### src/rtl/if_fetch_stage_if.sv
// Fetch-stage bundle: instruction-memory port, hazard/redirect controls, IF/ID register and perf counters.
// master = fetch stage, slave = memory + downstream pipeline.
interface if_fetch_stage_if #(
    parameter int CNT_W = 32
);
    logic [15:0]      im_addr;
    logic [15:0]      im_data;
    logic             stall;
    logic             flush;
    logic             redirect;
    logic [15:0]      redirect_pc;
    logic [15:0]      pc;
    logic             ifid_valid;
    logic [15:0]      ifid_instr;
    logic [15:0]      ifid_pc;
    logic [15:0]      ifid_pc_inc;
    logic [CNT_W-1:0] perf_fetch;
    logic [CNT_W-1:0] perf_stall;
    logic [CNT_W-1:0] perf_bubble;

    modport master (
        output im_addr, pc, ifid_valid, ifid_instr, ifid_pc, ifid_pc_inc,
               perf_fetch, perf_stall, perf_bubble,
        input  im_data, stall, flush, redirect, redirect_pc
    );

    modport slave (
        input  im_addr, pc, ifid_valid, ifid_instr, ifid_pc, ifid_pc_inc,
               perf_fetch, perf_stall, perf_bubble,
        output im_data, stall, flush, redirect, redirect_pc
    );
endinterface

### src/rtl/if_fetch_stage.sv
// Pipeline stage 1: PC, instruction-memory address and IF/ID register; priority redirect > flush > stall.
// Optional saturating perf counters enabled by defining FETCH_PERF_EN.
module if_fetch_stage #(
    parameter logic [15:0] RESET_PC  = 16'h0000,
    parameter logic [15:0] NOP_INSTR = 16'h0000,
    parameter int          CNT_W     = 32
) (
    input  logic            clk,
    input  logic            rst,
    if_fetch_stage_if.master fe
);
    logic [15:0] pc_q, pc_d;
    logic        valid_q, valid_d;
    logic [15:0] instr_q, instr_d;
    logic [15:0] ifid_pc_q, ifid_pc_d;
    logic [15:0] ifid_pc_inc_q, ifid_pc_inc_d;

    logic        do_fetch;
    logic        do_stall;
    logic        do_bubble;

    assign do_bubble = fe.redirect | fe.flush;
    assign do_stall  = fe.stall & ~do_bubble;
    assign do_fetch  = ~fe.stall & ~do_bubble;

    always_comb begin
        pc_d          = pc_q;
        valid_d       = valid_q;
        instr_d       = instr_q;
        ifid_pc_d     = ifid_pc_q;
        ifid_pc_inc_d = ifid_pc_inc_q;
        if (fe.redirect) begin
            pc_d    = fe.redirect_pc;
            valid_d = 1'b0;
            instr_d = NOP_INSTR;
        end else if (fe.flush) begin
            valid_d = 1'b0;
            instr_d = NOP_INSTR;
        end else if (!fe.stall) begin
            // PC wraps modulo 2^16 by construction of the 16-bit adder
            pc_d          = pc_q + 16'd1;
            valid_d       = 1'b1;
            instr_d       = fe.im_data;
            ifid_pc_d     = pc_q;
            ifid_pc_inc_d = pc_q + 16'd1;
        end
    end

    always_ff @(posedge clk) begin
        if (rst) begin
            pc_q          <= RESET_PC;
            valid_q       <= 1'b0;
            instr_q       <= NOP_INSTR;
            ifid_pc_q     <= 16'h0000;
            ifid_pc_inc_q <= 16'h0000;
        end else begin
            pc_q          <= pc_d;
            valid_q       <= valid_d;
            instr_q       <= instr_d;
            ifid_pc_q     <= ifid_pc_d;
            ifid_pc_inc_q <= ifid_pc_inc_d;
        end
    end

    assign fe.im_addr     = pc_q;
    assign fe.pc          = pc_q;
    assign fe.ifid_valid  = valid_q;
    assign fe.ifid_instr  = instr_q;
    assign fe.ifid_pc     = ifid_pc_q;
    assign fe.ifid_pc_inc = ifid_pc_inc_q;

`ifdef FETCH_PERF_EN
    logic [CNT_W-1:0] fetch_cnt_q, fetch_cnt_d;
    logic [CNT_W-1:0] stall_cnt_q, stall_cnt_d;
    logic [CNT_W-1:0] bubble_cnt_q, bubble_cnt_d;

    // Counters stick at all-ones rather than wrapping
    always_comb begin
        fetch_cnt_d  = fetch_cnt_q;
        stall_cnt_d  = stall_cnt_q;
        bubble_cnt_d = bubble_cnt_q;
        if (do_fetch && (fetch_cnt_q != '1)) begin
            fetch_cnt_d = fetch_cnt_q + CNT_W'(1);
        end
        if (do_stall && (stall_cnt_q != '1)) begin
            stall_cnt_d = stall_cnt_q + CNT_W'(1);
        end
        if (do_bubble && (bubble_cnt_q != '1)) begin
            bubble_cnt_d = bubble_cnt_q + CNT_W'(1);
        end
    end

    always_ff @(posedge clk) begin
        if (rst) begin
            fetch_cnt_q  <= '0;
            stall_cnt_q  <= '0;
            bubble_cnt_q <= '0;
        end else begin
            fetch_cnt_q  <= fetch_cnt_d;
            stall_cnt_q  <= stall_cnt_d;
            bubble_cnt_q <= bubble_cnt_d;
        end
    end

    assign fe.perf_fetch  = fetch_cnt_q;
    assign fe.perf_stall  = stall_cnt_q;
    assign fe.perf_bubble = bubble_cnt_q;
`else
    logic unused_perf;
    assign unused_perf    = do_fetch ^ do_stall;
    assign fe.perf_fetch  = {CNT_W{1'b0}};
    assign fe.perf_stall  = {CNT_W{1'b0}};
    assign fe.perf_bubble = {CNT_W{1'b0}};
`endif
endmodule

### src/flat_wrapper.sv
// flat-port wrapper written by rule: the top's interface ports become plain ports
module if_fetch_stage_flat 
#(
    parameter logic [15:0] RESET_PC  = 16'h0000,
    parameter logic [15:0] NOP_INSTR = 16'h0000,
    parameter int          CNT_W     = 32
)
  (clk, rst, fe_im_addr, fe_pc, fe_ifid_valid, fe_ifid_instr, fe_ifid_pc, fe_ifid_pc_inc, fe_perf_fetch, fe_perf_stall, fe_perf_bubble, fe_im_data, fe_stall, fe_flush, fe_redirect, fe_redirect_pc);
  if_fetch_stage_if #(.CNT_W(CNT_W)) fe_i ();
  input  logic clk;
  input  logic rst;
  output wire logic [$bits(fe_i.im_addr)-1:0] fe_im_addr;
  output wire logic [$bits(fe_i.pc)-1:0] fe_pc;
  output wire logic [$bits(fe_i.ifid_valid)-1:0] fe_ifid_valid;
  output wire logic [$bits(fe_i.ifid_instr)-1:0] fe_ifid_instr;
  output wire logic [$bits(fe_i.ifid_pc)-1:0] fe_ifid_pc;
  output wire logic [$bits(fe_i.ifid_pc_inc)-1:0] fe_ifid_pc_inc;
  output wire logic [$bits(fe_i.perf_fetch)-1:0] fe_perf_fetch;
  output wire logic [$bits(fe_i.perf_stall)-1:0] fe_perf_stall;
  output wire logic [$bits(fe_i.perf_bubble)-1:0] fe_perf_bubble;
  input wire logic [$bits(fe_i.im_data)-1:0] fe_im_data;
  input wire logic [$bits(fe_i.stall)-1:0] fe_stall;
  input wire logic [$bits(fe_i.flush)-1:0] fe_flush;
  input wire logic [$bits(fe_i.redirect)-1:0] fe_redirect;
  input wire logic [$bits(fe_i.redirect_pc)-1:0] fe_redirect_pc;
  assign fe_im_addr = fe_i.im_addr;
  assign fe_pc = fe_i.pc;
  assign fe_ifid_valid = fe_i.ifid_valid;
  assign fe_ifid_instr = fe_i.ifid_instr;
  assign fe_ifid_pc = fe_i.ifid_pc;
  assign fe_ifid_pc_inc = fe_i.ifid_pc_inc;
  assign fe_perf_fetch = fe_i.perf_fetch;
  assign fe_perf_stall = fe_i.perf_stall;
  assign fe_perf_bubble = fe_i.perf_bubble;
  assign fe_i.im_data = fe_im_data;
  assign fe_i.stall = fe_stall;
  assign fe_i.flush = fe_flush;
  assign fe_i.redirect = fe_redirect;
  assign fe_i.redirect_pc = fe_redirect_pc;
  if_fetch_stage #(.RESET_PC(RESET_PC), .NOP_INSTR(NOP_INSTR), .CNT_W(CNT_W)) u_core (.clk(clk), .rst(rst), .fe(fe_i));
endmodule
### config.mk
export PLATFORM = sky130hd
export DESIGN_NAME = if_fetch_stage_flat
export DESIGN_NICKNAME = d
export VERILOG_FILES = /design/src/rtl/if_fetch_stage_if.sv /design/src/rtl/if_fetch_stage.sv /design/src/flat_wrapper.sv
export SDC_FILE = /design/constraint.sdc
export NUM_CORES = 1
export LEC_CHECK = 0
export CAP_MARGIN = 20
export CORE_UTILIZATION = 29
export CTS_BUF_LIST = sky130_fd_sc_hd__clkbuf_16
export CTS_CLUSTER_SIZE = 12
export DETAILED_ROUTE_END_ITERATION = 16
export PLACE_DENSITY_LB_ADDON = 0.1
export REMOVE_ABC_BUFFERS = 1
export SLEW_MARGIN = 0
export SYNTH_ARGS = -nofsm -noshare
export SYNTH_HDL_FRONTEND = slang
export SYNTH_SLANG_ARGS = --single-unit
### constraint.sdc
create_clock -name clk -period 4.5 [get_ports clk]
set_clock_uncertainty 0.05 [all_clocks]
set_input_delay 0.45 -clock clk [delete_from_list [all_inputs] [get_ports clk]]
set_output_delay 0.45 -clock clk [all_outputs]
set_load 0.05 [all_outputs]
# After elaboration in Yosys (flattened, before gate mapping)
# Index checks and enable logic that the tools add are counted.
totals:
  regBits: 65
  input_bits: 37
  output_inout_bits: 177
  word_cells: 17
op_classes:
  add_sub_neg: 1
  reduce_logical: 3
  bitwise_logic: 3
  n_eq_ne: 2
  muxes: 3
ops:
  columns: ["op", "count"]
  rows:
  - ["2-to-1 mux 16 bit", 3]
  - ["adder 16 x 1 -> 16 bit (second input constant)", 1]
  - ["!= test 2 x 1 -> 1 bit (second input constant)", 2]
  - ["inverter 1 bit", 3]
  - ["AND reduction 3 bit", 1]
  - ["OR reduction 3 bit", 1]
  - ["AND reduction 2 bit", 1]

# Logic depth before layout (Yosys ltp)
# Gate-level depths: netlist of the first run.
logic_depth:
  ltp_word: 4
  ltp_mapped: 7

# Worst setup path before layout of the first run
# OpenSTA, ideal clock, no wires.
synth_timing:
  path_type: "register to register"
  start: "register u_core.pc_q[0], in the netlist u_core.fe.im_addr[0]"
  end: "register u_core.ifid_pc_inc_q[12], in the netlist u_core.fe.ifid_pc_inc[12]"
  required_ps: 4364
  period_less_slack_ps: 2051
  setup_ps: 86
  path_buffers: 1
  arrival_ps: 1915
  stages_incl_launch_ff: 7
  slack_ps: 2449
  cell_sequence: "dfxtp_1 -> ha_1 -> nand3_1 -> buf_2 -> nor4_1 -> xnor2_1 -> a211oi_1"
synth_between:
  elab_chain_len: 1
synth_rtl:
  columns: ["item", "line_no", "rtl"]
  rows:
  - ["from (decl)", "if_fetch_stage.sv:12", "logic [15:0] pc_q, pc_d;"]
  - ["from (signal assigned)", "if_fetch_stage.sv:57", "pc_q <= pc_d;"]
  - ["adder 16 x 1 -> 16 bit", "if_fetch_stage.sv:45", "ifid_pc_inc_d = pc_q + 16'd1;"]
  - ["to (signal assigned)", "if_fetch_stage.sv:61", "ifid_pc_inc_q <= ifid_pc_inc_d;"]
  - ["to (decl)", "if_fetch_stage.sv:16", "logic [15:0] ifid_pc_inc_q, ifid_pc_inc_d;"]
# Every way passes these cells.
# A chain may end at the register's enable or synchronous reset.

# Worst setup path after layout of the first run
layout_timing:
  start: "input port fe_stall"
  end: "register u_core.ifid_pc_inc_q[12], in the netlist u_core.fe.ifid_pc_inc[12]"
layout_between:
  elab_chain_len: 2
layout_rtl:
  columns: ["item", "line_no", "rtl"]
  rows:
  - ["from (decl)", "flat_wrapper.sv:22", "input wire logic [$bits(fe_i.stall)-1:0] fe_stall;"]
  - ["inverter 1 bit (no line)", null, null]
  - ["AND reduction 3 bit (no line)", null, null]
# Every way passes these cells.

==> flow_metrics.env, run 1 <==
export IMPL_grt_overflow_total=0
export IMPL_num_rows=41
export IMPL_syn2layout_area_growth_pct=28.10
export IMPL_coreArea_mm2=0.01267
export IMPL_pwr_share_clk=0.399
export IMPL_worst_pin_slew_ns=0.9904
export IMPL_antenna_found_initial=0
export IMPL_final_core_util=0.3830
export IMPL_startpoint_type="primary input"
export IMPL_cts_htree_levels=3
export IMPL_synth_simple_area_share=0.1889
export IMPL_worstHoldPathType="reg2reg"
export IMPL_antennaDiodeCount=0
export IMPL_worst_setup_path_end_kind="register"
export IMPL_rrSetupSlack_ns=2.12
export IMPL_clk_latency_ns=0.33
export IMPL_ys_warn_count=0
export IMPL_yosysSeqAreaShare=0.3435
export IMPL_grt_pass1_vias=2519
export IMPL_wl_um=8575
export IMPL_wl_met2_um=3807
export IMPL_avgSynthCellArea_um2=8.611
export IMPL_p_per_area_mw_per_mm2=377.6
export IMPL_rsz0062_at_grt="no"
export IMPL_swShare=0.3500
export IMPL_hold_violations=0
export IMPL_clock_sinks=65
export IMPL_p_comb_frac=0.256
export IMPL_max_freq_mhz=371.1
export IMPL_status="finished, final reports clean"
export IMPL_slew_headroom=0.3382
export IMPL_yosysUniqueCellTypes=39
export IMPL_ant_nets=0
export IMPL_r2r_end="u_core.fe.im_addr[14]"
export IMPL_critPathArrivalTime_ns=2.88
export IMPL_min_delay_path_depth=2
export IMPL_synth_area_mm2=0.003789
export IMPL_fp_dieW_um=116.3
export IMPL_cts_buffers=9
export IMPL_p_sw_uw=641.4
export IMPL_r2r_start="u_core.fe.im_addr[0]"
export IMPL_place_area_mm2=0.004542
export IMPL_synthCells=440
export IMPL_fin_cells=699
export IMPL_async_flop_share=0
export IMPL_stdcell_area_mm2=0.004853
export IMPL_leakage_nw=1.823
export IMPL_clk_path_buf_depth=2
export IMPL_wl_met1_um=3720
export IMPL_vias=2882
export IMPL_setup_viol=0
export IMPL_cap_violations=0
export IMPL_min_from="u_core.fe.ifid_pc[11]"
export IMPL_reg2regPathDepth=5
export IMPL_fin_nets=560
export IMPL_grt_max_degree=50
export IMPL_pwr_share_seq=0.345
export IMPL_place_hpwl_um=5956
export IMPL_drt_iter0_drc=55
export IMPL_ir_drop_uv=216.1
export IMPL_drc=0
export IMPL_via_per_inst=4.123
export IMPL_io_pins=214
export IMPL_critPathKind="in2reg"
export IMPL_synth_compound_area_frac=0.09544
export IMPL_synthXorXnorAreaFrac=0.05317
export IMPL_synth_adder_area_share=0.003303
export IMPL_ys_seq_elements=65
export IMPL_fin_crit_sh=0.5989
export IMPL_cp_required_ns=4.69
export IMPL_grt_pass1_wl_um=13150
export IMPL_synthFlopType="dfxtp_1"
export IMPL_track_usage=0.1268
export IMPL_final_cell_mix="116 x clkdlybuf4s50_1, 96 x conb_1, 65 x dfxtp_1, 50 x nor2_1, 41 x nand2_1"
export IMPL_drtPass1Iterations=5
export IMPL_dp_cells=683
export IMPL_fin_tns_setup_ns=0
export IMPL_ctsResizeCount=0
export IMPL_cts_setup_buffers=0
export IMPL_layout_commonest_cell="clkdlybuf4s50_1"
export IMPL_path_clk_slew_ns=0.05
export IMPL_drive_gt1_frac=0.06452
export IMPL_synthMuxAreaShare=0.04491
export IMPL_io_buffers=117
export IMPL_cts_hold_buffers=0
export IMPL_synth_enable_flop_cells=0
export IMPL_drv_slew=0
export IMPL_intPower_mw=1.191
export IMPL_wl_per_cell_um=12.27
export IMPL_start_util=0.2990
export IMPL_critical_path_peak_fanout=47
export IMPL_root_buffer="clkbuf_16"
export IMPL_die_height_um=116.3
export IMPL_whs_endpoint="u_core.fe.ifid_pc[11]"
export IMPL_highest_layer="met4"
export IMPL_cts_tree="yes"
export IMPL_fp_dieArea_mm2=0.01353
export IMPL_dr_wl_met3_um=938
export IMPL_synth_top_family_by_area="buffers and inverters"
export IMPL_period_needed_ns=2.695
export IMPL_place_gp_congestion=0.6416
==> power groups by stage <==
stage | Clock, mW | Sequential (mW) | Combinational (mW)
finish | 0.731 | 0.632 | 0.469
global route | 0.780 | 0.637 | 0.493
CTS | 0.758 | 0.633 | 0.471
detailed placement | 0 | 0.645 | 0.470
global placement | 0 | 0.645 | 0.469
floorplan | 0 | 0.750 | 0.236
==> registers in the layout, summed over array words and instances (netlist names) <==
signal                 count
u_core.fe.ifid_instr      16
u_core.fe.ifid_pc         16
u_core.fe.ifid_pc_inc     16
u_core.fe.ifid_valid       1
u_core.fe.im_addr         16
==> Yosys cell counts (3+ instances only) <==
master	number	area [um^2]
buf_4	115	863.3
dfxtp_1	65	1301
nor2_1	51	191.4
nand2_1	41	153.9
a211oi_1	21	157.7
xnor2_1	21	183.9
a21oi_1	20	100.1
mux2i_1	17	170.2
buf_2	12	60.06
clkbuf_1	11	41.29
nor3_1	9	45.04
nand4_1	5	31.28
nor4_4	5	106.4
or3_1	4	25.02
a211oi_2	3	37.54
a311oi_1	3	26.28
buf_6	3	33.78
inv_1	3	11.26
nand3_1	3	15.01
nor4_1	3	18.77
nor4_2	3	37.54
==> through the flow <==
stage / hold slack [ns] / setup slack (ns) / power, mW
floorplan: 0.4646 / 1.553 / 0.9861
CTS: 0.4045 / 1.774 / 1.862
detailed placement: 0.3957 / 1.425 / 1.116
finish: 0.3985 / 1.805 / 1.832
global placement: 0.3865 / 1.457 / 1.114
global route: 0.4300 / 1.537 / 1.910
==> how the worst max path moves through the flow <==
stage               depth (start not counted)  slack (ns)                         to      from
CTS                                         6        1.77  u_core.fe.ifid_pc_inc[14]  fe_stall
floorplan                                   4        1.55  u_core.fe.ifid_pc_inc[13]  fe_stall
global route                                6        1.54  u_core.fe.ifid_pc_inc[11]  fe_stall
global placement                            6        1.46   u_core.fe.ifid_pc_inc[2]  fe_stall
detailed placement                          6        1.42  u_core.fe.ifid_pc_inc[13]  fe_stall
finish                                      6        1.81  u_core.fe.ifid_pc_inc[12]  fe_stall
==> final cells by class <==
| class | count | area, um^2 |
|---|---|---|
| fillers | 1315 | 7818 |
| multi-input cells | 323 | 1829 |
| flip-flops and latches | 65 | 1301 |
| repair buffers | 119 | 1181 |
| clock buffers | 9 | 225.2 |
| well taps | 172 | 215.2 |
| clock inverters | 7 | 86.33 |
| inverters | 4 | 15.01 |
==> layer usage <==
metal	up-vias	track usage
met4	0	0.04359
met5	-	0
met2	148	0.1980
li1	1420	-
met1	1302	0.1542
met3	12	0.05656
==> cell families (layout without fill, tap and decap cells) <==
family                     count (synthesis)  after routing
DFF                                       65             65
buffers and inverters                    147            139
muxes                                     17             17
other                                      1             96
AOI/OAI and AO/OA                         52             52
xor gates and xnor gates                  23             23
and+or+nand+nor                          134            134
adders and majority gates                  1              1
==> worst max-delay path, stage by stage <==
cell             delay [ns]
clkdlybuf4s50_1        0.39
buf_4                  0.23
or2_1                  0.57
nor2_4                 0.89
nor2_1                 0.08
a211oi_1               0.24
Power figures use the tool's default switching activity.
==> run 2: changes to the inputs <==
==> constraint.sdc (replaced) <==
create_clock -name clk -period 2.4 [get_ports clk]
set_clock_uncertainty 0.05 [all_clocks]
set_input_delay 0.24 -clock clk [delete_from_list [all_inputs] [get_ports clk]]
set_output_delay 0.24 -clock clk [all_outputs]
set_load 0.05 [all_outputs]
==> run 2 against run 1 <==
Compared with the run above:
- global-route usage increased by 0.71 points
- count of clock-buffer cells in the layout unchanged
- worst setup slack got worse by 1.5 ns
- critical path depth decreased by 5
- largest cell class unchanged
- flip-flop and latch count unchanged
- cell area increased by 0.98%
- largest power group unchanged
- critical path type is now reg2out
==> flow_metrics.env, run 2 (synthesized netlist as in run 1, its figures left out) <==
export IMPL_crit_start="u_core.fe.im_addr[8]"
export IMPL_place_gp_congestion=0.7134
export IMPL_cap_violations=0
export IMPL_drt_iter0_drc=121
export IMPL_cts_hold_buffers=0
export IMPL_layout_commonest_cell="clkdlybuf4s50_1"
export IMPL_fin_nets=571
export IMPL_worst_setup_path_end_kind="primary output"
export IMPL_num_rows=41
export IMPL_drv_slew=0
export IMPL_drc=0
export IMPL_slew_headroom=0.4843
export IMPL_regArea_mm2=0.001301
export IMPL_p_sw_mw=1.195
export IMPL_grt_pass1_wl_um=13610
export IMPL_coreArea_mm2=0.01267
export IMPL_max_freq_mhz=470.2
export IMPL_cts_htree_levels=3
export IMPL_path_buf_inv=1
export IMPL_vias=2915
export IMPL_fin_tns_setup_ns=0
export IMPL_antennaDiodeCount=0
export IMPL_p_comb_frac=0.272
export IMPL_r2r_start="u_core.fe.im_addr[1]"
export IMPL_wl_um=9071
export IMPL_period_needed_ns=2.127
export IMPL_wl_per_cell_um=12.79
export IMPL_setup_viol=0
export IMPL_drive_gt1_frac=0.07821
export IMPL_max_stage_delay_ns=0.90
export IMPL_io_pins=214
export IMPL_dp_cells=694
export IMPL_grt_overflow_total=0
export IMPL_final_cell_mix="116 x clkdlybuf4s50_1, 96 x conb_1, 65 x dfxtp_1, 50 x nor2_1, 41 x nand2_1"
export IMPL_worstHoldPathType="reg2reg"
export IMPL_cp_required_ns=2.11
export IMPL_post_place_ws_ns=0.2703
export IMPL_critPathKind="reg2out"
export IMPL_hold_violations=0
export IMPL_worst_pin_slew_ns=0.7735
export IMPL_whs_ns=0.3989
export IMPL_gr_usage_met1=0.1691
export IMPL_pwr_share_clk=0.373
export IMPL_grt_max_degree=49
export IMPL_drtPass1Iterations=4
export IMPL_rrSetupSlack_ns=0.38
export IMPL_clk_latency_ns=0.33
export IMPL_clk_path_buf_depth=2
export IMPL_fin_cells=709
export IMPL_clock_sinks=65
export IMPL_ctsResizeCount=0
export IMPL_p_per_area_mw_per_mm2=677.9
export IMPL_critPathArrivalTime_ns=1.84
export IMPL_path_cells="clkdlybuf4s50_1"
export IMPL_via_per_inst=4.111
export IMPL_antenna_found_initial=0
export IMPL_fp_dieArea_mm2=0.01353
export IMPL_die_height_um=116.3
export IMPL_start_util=0.2990
export IMPL_n_fill_cell=1317
export IMPL_path_clk_slew_ns=0.05
export IMPL_multi_input_comb_area_mm2=0.001829
export IMPL_cts_buffers=9
export IMPL_grt_pass1_vias=2561
export IMPL_leakage_nw=1.862
export IMPL_final_core_util=0.3868
export IMPL_place_hpwl_um=6363
export IMPL_fin_crit_sh=0.8861
export IMPL_startpoint_type="register"
export IMPL_grtUsageMet2=0.2063
export IMPL_critical_path_peak_fanout=10
export IMPL_fp_dieW_um=116.3
export IMPL_intPower_mw=2.128
export IMPL_ir_drop_uv=397.3
export IMPL_cts_setup_buffers=0
export IMPL_io_buffers=117
export IMPL_swShare=0.3596
export IMPL_cts_tree="yes"
export IMPL_pwr_share_seq=0.355
export IMPL_min_from="u_core.fe.ifid_valid"
export IMPL_status="finished, final reports clean"
export IMPL_fin_ws_ns=0.2733
export IMPL_cp_top_family="buffers and inverters"
export IMPL_ant_nets=0
export IMPL_track_usage=0.1339
export IMPL_syn2layout_area_growth_pct=29.36
export IMPL_rsz0062_at_grt="no"
export IMPL_cp_slowest_cell="clkdlybuf4s50_1"
export IMPL_grt_use_met3=0.05656
export IMPL_top_usage_layer="met2"
export IMPL_root_buffer="clkbuf_16"
==> run 2: cell count changes in the layout (fill, tap and decap cells not counted), sizes merged <==
cell and change:
buf +11, bufinv -1, clkinv +1, clkinvlp -1
==> run 2: power by group through the flow <==
stage,clock network [mW],logic [mW],registers (mW)
global placement,0,0.902,1.20
floorplan,0,0.442,1.41
global route,1.33,0.950,1.19
finish,1.24,0.903,1.18
detailed placement,0,0.904,1.20
CTS,1.28,0.906,1.18
==> run 2: cell type report <==
type / instances / share of cell area
inverter: 4 / 0.003064
sequential: 65 / 0.2655
tap: 172 / 0.04391
clock buffer: 9 / 0.04595
multi-input combinational: 323 / 0.3732
timing repair buffer: 130 / 0.2579
clock inverter: 6 / 0.01047
==> run 2: path summary, 6_finish.rpt <==
| path | end | cells after the start |
|---|---|---|
| worst max-delay path | fe_im_addr[8] | 1 |
| worst min-delay path | u_core.fe.ifid_valid | 2 |
| worst min register to register | u_core.fe.ifid_valid | 2 |
| worst max register to register | u_core.fe.ifid_pc_inc[12] | 6 |
==> run 2: per-stage QoR <==
step,cell area (um^2),total power [mW]
floorplan,3138,1.849
global placement,4624,2.104
detailed placement,4624,2.108
CTS,4901,3.367
global route,4901,3.467
finish,4901,3.322
==> run 2: metal layers <==
layer | wire, um | up-vias | part of all wire
met5 | 0 | - | 0
met4 | 91 | 0 | 0.010
met3 | 866 | 9 | 0.095
met2 | 4043 | 144 | 0.45
met1 | 4069 | 1321 | 0.45
li1 | - | 1441 | -
==> run 3: changes to the inputs <==
--- a/config.mk
+++ b/config.mk
@@ -8,8 +8,10 @@
 export CAP_MARGIN = 20
 export CORE_UTILIZATION = 29
 export CTS_BUF_LIST = sky130_fd_sc_hd__clkbuf_16
+export CTS_CLUSTER_DIAMETER = 30
 export CTS_CLUSTER_SIZE = 12
 export DETAILED_ROUTE_END_ITERATION = 16
+export DONT_BUFFER_PORTS = 1
 export PLACE_DENSITY_LB_ADDON = 0.1
 export REMOVE_ABC_BUFFERS = 1
 export SLEW_MARGIN = 0
==> run 3 against run 2 <==
Compared with the run above:
- first-iteration DRC count shrank 23%
- utilization shrank 6.9 points
- global-route usage grew 0.24 points
- critical path depth grew 5
- wire length shrank 1.7%
- cell area shrank 18%
- non-clock buffer count shrank 85
==> flow_metrics.env, run 3 (synthesized netlist as in run 1, its figures left out) <==
export IMPL_status="finished, final reports clean"
export IMPL_fin_ws_ns=0.5738
export IMPL_min_delay_path_depth=2
export IMPL_antenna_found_initial=0
export IMPL_track_usage=0.1363
export IMPL_multi_input_comb_area_mm2=0.001829
export IMPL_slew_headroom=0.4566
export IMPL_p_per_area_mw_per_mm2=769.0
export IMPL_cts_buffers=9
export IMPL_grt_pass1_vias=2374
export IMPL_drv_slew=0
export IMPL_r2r_start="u_core.fe.im_addr[1]"
export IMPL_io_buffers=0
export IMPL_rrSetupSlack_ns=0.57
export IMPL_clk_latency_ns=0.33
export IMPL_critical_path_peak_fanout=7
export IMPL_fin_cells=625
export IMPL_drt_iter0_drc=93
export IMPL_rsz0062_at_grt="no"
export IMPL_whs_endpoint="u_core.fe.ifid_instr[12]"
export IMPL_start_util=0.2990
export IMPL_drtPass1Iterations=4
export IMPL_dp_cells=587
export IMPL_clock_sinks=65
export IMPL_grt_overflow_total=0
export IMPL_io_pins=214
export IMPL_min_from="fe_stall"
export IMPL_period_needed_ns=1.826
export IMPL_hold_violations=0
export IMPL_drc=0
export IMPL_leakage_nw=1.581
export IMPL_fin_nets=486
export IMPL_grt_pass1_wl_um=13390
export IMPL_coreArea_mm2=0.01267
export IMPL_path_clk_slew_ns=0.05
export IMPL_post_place_ws_ns=0.5725
export IMPL_antennaDiodeCount=0
export IMPL_place_hpwl_um=5946
export IMPL_n_fill_cell=1341
export IMPL_cap_violations=0
export IMPL_setup_viol=0
export IMPL_cp_required_ns=2.59
export IMPL_place_gp_congestion=0.7167
export IMPL_fp_dieArea_mm2=0.01353
export IMPL_totalPowerFinal_mw=3.100
export IMPL_drive_gt1_frac=0.1148
export IMPL_ant_nets=0
export IMPL_regArea_mm2=0.001301
export IMPL_layout_commonest_cell="conb_1"
export IMPL_die_height_um=116.3
export IMPL_critPathKind="reg2reg"
export IMPL_wl_um=8921
export IMPL_worstHoldPathType="in2reg"
export IMPL_num_rows=41
export IMPL_clk_path_buf_depth=2
export IMPL_reg2regPathDepth=6
export IMPL_worst_setup_path_end_kind="register"
export IMPL_via_per_inst=4.197
export IMPL_grt_max_degree=49
export IMPL_whs_ns=0.01527
export IMPL_syn2layout_area_growth_pct=6.407
export IMPL_r2r_end="u_core.fe.im_addr[12]"
export IMPL_critPathArrivalTime_ns=2.01
export IMPL_max_freq_mhz=547.6
export IMPL_startpoint_type="register"
export IMPL_wl_per_cell_um=14.27
export IMPL_fp_dieW_um=116.3
export IMPL_ir_drop_uv=280.3
export IMPL_root_buffer="clkbuf_16"
export IMPL_final_cell_mix="96 x conb_1, 65 x dfxtp_1, 50 x nor2_1, 41 x nand2_1, 22 x buf_4"
export IMPL_ctsResizeCount=0
export IMPL_vias=2623
export IMPL_cts_htree_levels=3
export IMPL_cts_tree="yes"
export IMPL_fin_crit_sh=0.7609
export IMPL_worst_pin_slew_ns=0.8150
-- run 3: cell types whose count changed in the layout (fill, tap and decap cells not counted), sizes merged --
cell and delta:
buf +10, dlygate4sd3 +21, bufinv -1, clkinv +1
clkdlybuf4s50 -116, inv +1
-- run 3: worst max-delay path by stage --
stage	start	endpoint	slack [ns]	cells past startpoint
floorplan	u_core.fe.im_addr[0]	u_core.fe.im_addr[13]	-0.36	4
global placement	u_core.fe.im_addr[2]	u_core.fe.ifid_pc_inc[15]	0.65	5
detailed placement	u_core.fe.im_addr[1]	u_core.fe.im_addr[12]	0.57	6
CTS	u_core.fe.im_addr[1]	u_core.fe.im_addr[12]	0.56	6
global route	u_core.fe.im_addr[1]	u_core.fe.im_addr[12]	0.27	6
finish	u_core.fe.im_addr[1]	u_core.fe.im_addr[12]	0.57	6
-- run 3: stage by stage --
step | setup TNS (ns) | cell area, um^2 | util
detailed placement | 0 | 3546 | 0.2798
global placement | 0 | 3546 | 0.2798
floorplan | -11.18 | 3138 | -
finish | 0 | 4031 | 0.3182
global route | 0 | 4031 | 0.3182
CTS | 0 | 4031 | 0.3182
-- run 3: repair_timing --
action | CTS | global route
hold buffers | 22 | 0
buffers inserted | 0 | 0
hold endpoints to repair | 65 | 0
-- run 3: layout make-up --
class	instances	area share
well taps	172	0.05338
multi-input cells	323	0.4538
repair buffers	45	0.1030
clock inverters	7	0.007449
inverters	4	0.003724
clock buffers	9	0.05587
flip-flops and latches	65	0.3228
-- run 3: worst max-delay path: stages (launching register included) --
cell      delay (ns)
dfxtp_1         0.35
ha_1            0.21
nand3_1         0.24
buf_4           0.27
nor3_1          0.21
a211oi_1        0.12
nor4_1          0.27
-- run 3: where the power goes --
| group | switching, mW | leakage [nW] | internal [mW] |
|---|---|---|---|
| Clock | 0.464 | 0.136 | 0.677 |
| Combinational | 0.594 | 0.914 | 0.120 |
| Sequential | 0.122 | 0.531 | 1.12 |
| Total | 1.18 | 1.58 | 1.92 |
-- run 3: layer usage --
metal | share of wire | wire [um] | up-vias | global-route usage
met5 | 0 | 0 | - | 0
met3 | 0.091 | 812 | 13 | 0.05760
met1 | 0.43 | 3874 | 1195 | 0.1625
met4 | 0.017 | 151 | 0 | 0.05897
met2 | 0.46 | 4081 | 142 | 0.2138
li1 | - | - | 1273 | -
==> variant 1: new RTL, settings of run 2 <==
`CNT_W` is set to 32 in 3 places; all go to 64.
--- a/src/rtl/if_fetch_stage_if.sv
+++ b/src/rtl/if_fetch_stage_if.sv
@@ -1,7 +1,7 @@
 // Fetch-stage bundle: instruction-memory port, hazard/redirect controls, IF/ID register and perf counters.
 // master = fetch stage, slave = memory + downstream pipeline.
 interface if_fetch_stage_if #(
-    parameter int CNT_W = 32
+    parameter int CNT_W = 64
 );
     logic [15:0]      im_addr;
     logic [15:0]      im_data;
--- a/src/rtl/if_fetch_stage.sv
+++ b/src/rtl/if_fetch_stage.sv
@@ -3,7 +3,7 @@
 module if_fetch_stage #(
     parameter logic [15:0] RESET_PC  = 16'h0000,
     parameter logic [15:0] NOP_INSTR = 16'h0000,
-    parameter int          CNT_W     = 32
+    parameter int          CNT_W     = 64
 ) (
     input  logic            clk,
     input  logic            rst,
--- a/src/flat_wrapper.sv
+++ b/src/flat_wrapper.sv
@@ -3,7 +3,7 @@
 #(
     parameter logic [15:0] RESET_PC  = 16'h0000,
     parameter logic [15:0] NOP_INSTR = 16'h0000,
-    parameter int          CNT_W     = 32
+    parameter int          CNT_W     = 64
 )
   (clk, rst, fe_im_addr, fe_pc, fe_ifid_valid, fe_ifid_instr, fe_ifid_pc, fe_ifid_pc_inc, fe_perf_fetch, fe_perf_stall, fe_perf_bubble, fe_im_data, fe_stall, fe_flush, fe_redirect, fe_redirect_pc);
   if_fetch_stage_if #(.CNT_W(CNT_W)) fe_i ();
Interface: changed (resized fe_perf_bubble, fe_perf_fetch and fe_perf_stall); port bits go from 214 to 310. No check against the original RTL was run, so the function may have changed too.
==> variant 1 against run 2 <==
Sequential cell count did not move. Setup slack got worse by 0.0073 ns. Synthesized area rose by 19%. Final area rose by 8.1%. Total power rose by 10%. Combinational power rose by 36%. Count of clock-buffer cells in the layout did not move. Routed wire length rose by 6.8%. Largest cell class unchanged.
==> variant 1: results (changes against run 2) <==
post-synth top area share=0.3513 (+0.007815); leakage power=2.182 nW (+17%); post-synthesis cell count=536 (+22%); peak supply drop=0.2780 mV (-30%); last element of the critical path=fe_pc[8]; DRT iter0 DRCs=94 (-22%); number of vias in the routed layout=3,125 (+7.2%); reg-to-reg slack, setup=0.43 ns (+0.05 ns); reg-to-reg critical path endpoint=u_core.fe.im_addr[12]; fin nets=669 (+17%); switching power summed over all nets=1.529 mW (+28%); worst hold path type=input pin to flop; largest fanout on the critical path=10 (unchanged); most used standard cells in the synthesized netlist=211 x sky130_fd_sc_hd__buf_4, 65 x sky130_fd_sc_hd__dfxtp_1, 51 x sky130_fd_sc_hd__nor2_1; number of filler instances in the final layout=1,626 (+23%); status=finished, final reports clean; hold path start=rst; Worst Hold Margin=0.3442 ns (-0.05477 ns); sequential-to-total area share from yosys stat=0.2886 (-0.05489); cell count of the worst reg-to-reg path=5 (-1); main area contributors after synthesis=sky130_fd_sc_hd__buf_4 35%, sky130_fd_sc_hd__dfxtp_1 29%, sky130_fd_sc_hd__nor2_1 4.2%, sky130_fd_sc_hd__xnor2_1 4.1%, sky130_fd_sc_hd__mux2i_1 3.8%; number of vias per cell after detailed routing=3.797 (-7.6%); vias in the first global route=2,617 (+2.2%); number of H-tree branching levels=3 (unchanged); count of endpoints failing setup in the final report=0 (unchanged); Worst R2R Start=u_core.fe.im_addr[2]; destination of the worst hold path=u_core.fe.ifid_pc[4]; DRT Wirelength=9.686 mm (+6.8%); GPL Wtd Cong=0.7157 (+0.32%); Placed Cells=808 (+16%)
variant 1: changes by cell type in the layout (fill, tap and decap cells not counted):
cell,delta
sky130_fd_sc_hd__buf_4,+2
sky130_fd_sc_hd__conb_1,+96
variant 1: power by group through the flow:
stage	registers [mW]	clock network [mW]	logic, mW
global placement	1.20	0	1.23
floorplan	1.41	0	0.766
global route	1.19	1.33	1.28
detailed placement	1.20	0	1.23
CTS	1.18	1.29	1.23
finish	1.18	1.25	1.23
variant 1: final cells by class:
type,instances,share of cell area
Tap cell,188,0.04441
Clock buffer,9,0.04252
Multi-Input combinational cell,419,0.4134
Sequential cell,65,0.2457
Inverter,4,0.002835
Timing Repair Buffer,132,0.2414
Clock inverter,6,0.009686
variant 1: kinds of logic (layout without fill, tap and decap cells):
group           Yosys count  in the layout  synth area share
buf+inv                 243            151            0.3865
fa+ha+maj                 1              1          0.002774
compound gates           52             52           0.08019
flops                    65             65            0.2886
xor+xnor                 23             23           0.04467
mux                      17             17           0.03774
simple gates            134            134            0.1587
other cells               1            192         0.0008316
variant 1: stage by stage:
stage               utilization  worst slack [ns]  area [um^2]  power (mW)
finish                   0.3484            0.2660         5296       3.658
global route             0.3484            0.1853         5296       3.799
CTS                      0.3484            0.2239         5296       3.703
detailed placement       0.3302           0.06038         5020       2.437
global placement         0.3302            0.1554         5020       2.433
floorplan                     -           -0.3577         3498       2.173
variant 1: per-layer routing:
metal  part of all wire  vias to the layer above  GRT usage
met4              0.012                        0    0.04202
met3               0.10                        7    0.05609
met2               0.45                      180     0.1817
met1               0.43                     1398     0.1454
li1                   -                     1540          -
met5                  0                        -          0
==> variant 2: new RTL, settings of run 2 <==
Made on the original files. Add a define of `FETCH_PERF_EN`.
--- a/src/rtl/if_fetch_stage.sv
+++ b/src/rtl/if_fetch_stage.sv
@@ -1,5 +1,7 @@
 // Pipeline stage 1: PC, instruction-memory address and IF/ID register; priority redirect > flush > stall.
 // Optional saturating perf counters enabled by defining FETCH_PERF_EN.
+`define FETCH_PERF_EN
+
 module if_fetch_stage #(
     parameter logic [15:0] RESET_PC  = 16'h0000,
     parameter logic [15:0] NOP_INSTR = 16'h0000,
Function: changed (Yosys sat finds a counterexample within 4 cycles, from zero or initial values and one cycle with rst high).
==> variant 2 against run 2 <==
First-iteration DRC count grew to 3.2 times the old value. Critical path type is now flop to flop. Non-clock buffer count is 172 higher. Synthesized area is 100% higher. Final area is 130% higher. Sequential cell count is 96 higher. Fmax is 4.0% lower. Setup slack worse by 0.089 ns. Register-to-register slack worse by 0.20 ns. Total power is 81% higher. Critical path depth is 6 higher. Routed wire length grew to 2.5 times the old value. Clock power is 110% higher.
==> variant 2: results (changes against run 2) <==
status=finished, final reports clean; GRT Resource Usage Total=0.1698 (+0.03586); final total power=6.008 mW (+81%); CTS resizes=0 (unchanged); area fraction in compound gates after synthesis=0.1550 (+0.05957); share of cell area taken by muxes after synthesis=0.03351 (-0.01141); pin count of the biggest net entering global routing=87 (+78%); total half-perimeter wirelength after legalization and detailed placement=16.45 mm (+160%); layout cell share with drive strength beyond 1=0.1258 (+0.04763); leakage power=3.738 nW (+100%); number of H-tree branching levels=4 (+1); largest fanout on the critical path=6 (-4); power of the clock network=2.55 mW (+110%); crit-path max cell delay=0.58 ns (-0.32 ns); most used standard cells in the synthesized netlist=161 x sky130_fd_sc_hd__dfxtp_1, 95 x sky130_fd_sc_hd__nand2_1, 93 x sky130_fd_sc_hd__nor2_1; number of buffers created by CTS=17 (+8); fin nets=1,212 (+110%); data arrival at the endpoint of the critical path=2.47 ns (+0.63 ns); number of vias in the routed layout=7,426 (+150%); number of filler instances in the final layout=2,710 (+110%); DRT Wirelength=22.96 mm (+150%); Clock Root Buffer=sky130_fd_sc_hd__clkbuf_16; initial antenna violation count=1 (+1); setup repair bufs after CTS=0 (unchanged); parity-gate share of the synthesized area counting xor and xnor cells=0.06034 (+0.007174); buffers added on ports=213 (+82%); library cell contributing the largest single delay on the critical path=sky130_fd_sc_hd__or4_4; vias in the first global route=6,851 (+170%); GPL Wtd Cong=0.7415 (+3.9%); main area contributors after synthesis=sky130_fd_sc_hd__dfxtp_1 42%, sky130_fd_sc_hd__a21oi_1 5.8%, sky130_fd_sc_hd__nand2_1 4.6%, sky130_fd_sc_hd__nor2_1 4.5%, sky130_fd_sc_hd__or3_1 3.6%; Internal Dissipation=4.310 mW (+100%); insertion delay of the later-clocked pin in the worst-skew pair=0.43 ns (+0.10 ns); clock-pin slew reported for the worst setup and hold paths after clock tree synthesis=0.07 ns (+0.02 ns); Yosys cell types=62 (+59%); actual slew at the worst max-slew pin=0.7239 ns (-0.04960 ns); peak supply drop=0.2983 mV (-25%); register share of total power=0.460 (+0.105); worst hold path type=input pin to flop; buffer depth of the longest clock path=2 (unchanged); adder-cell share of the synthesized area=0.006506 (+0.003204); DRT iter0 DRCs=385 (+220%); heaviest power group=registers; first-pass GRT wire length=36.36 mm (+170%); sequential-to-total area share from yosys stat=0.4190 (+0.07554); Worst path top cell family by delay=simple AND/OR/NAND/NOR gates
variant 2: cell type report:
| cell class | instances | area [um^2] | share of cell area |
|---|---|---|---|
| Multi-Input combinational cell | 669 | 4046 | 0.3633 |
| Sequential cell | 161 | 3223 | 0.2894 |
| Timing Repair Buffer | 302 | 2835 | 0.2546 |
| Clock buffer | 17 | 425.4 | 0.03820 |
| Tap cell | 335 | 419.2 | 0.03764 |
| Clock inverter | 15 | 110.1 | 0.009887 |
| Inverter | 20 | 75.07 | 0.006741 |
| Antenna cell | 1 | 2.502 | 0.0002247 |
variant 2: stage by stage:
step	TNS (ns)	std cells	area [um^2]	setup WS, ns
floorplan	-73.52	850	7333	-1.770
global placement	-3.111	1486	10590	-0.1943
detailed placement	-3.826	1486	10590	-0.2102
CTS	0	1518	11130	0.1152
global route	0	1520	11140	0.007161
finish	0	1520	11140	0.1838
variant 2: worst reg2reg max path, delay by kind of cell (launching register included):
kind	cells	cell delay, ns
compound gates	1	0.49
xor+xnor	1	0.15
fa+ha+maj	1	0.18
buf+inv	2	0.26
flops	1	0.34
simple gates	2	0.63
variant 2: worst paths after layout:
path | from | end | slack (ns) | cells past startpoint
max reg2reg | u_core.fe.perf_stall[0] | u_core.fe.perf_stall[2] | 0.18 | 7
min | rst | u_core.fe.perf_bubble[22] | 0.09 | 2
max | u_core.fe.perf_stall[0] | u_core.fe.perf_stall[2] | 0.18 | 7
min reg2reg | u_core.fe.ifid_pc[8] | u_core.fe.ifid_pc[8] | 0.40 | 2
variant 2: metal layers:
| layer | up-vias | track usage | part of all wire |
|---|---|---|---|
| met1 | 3455 | 0.2242 | 0.47 |
| met4 | 0 | 0.05254 | 0.012 |
| met5 | - | 0 | 0 |
| li1 | 3799 | - | - |
| met2 | 154 | 0.2754 | 0.47 |
| met3 | 18 | 0.03541 | 0.047 |
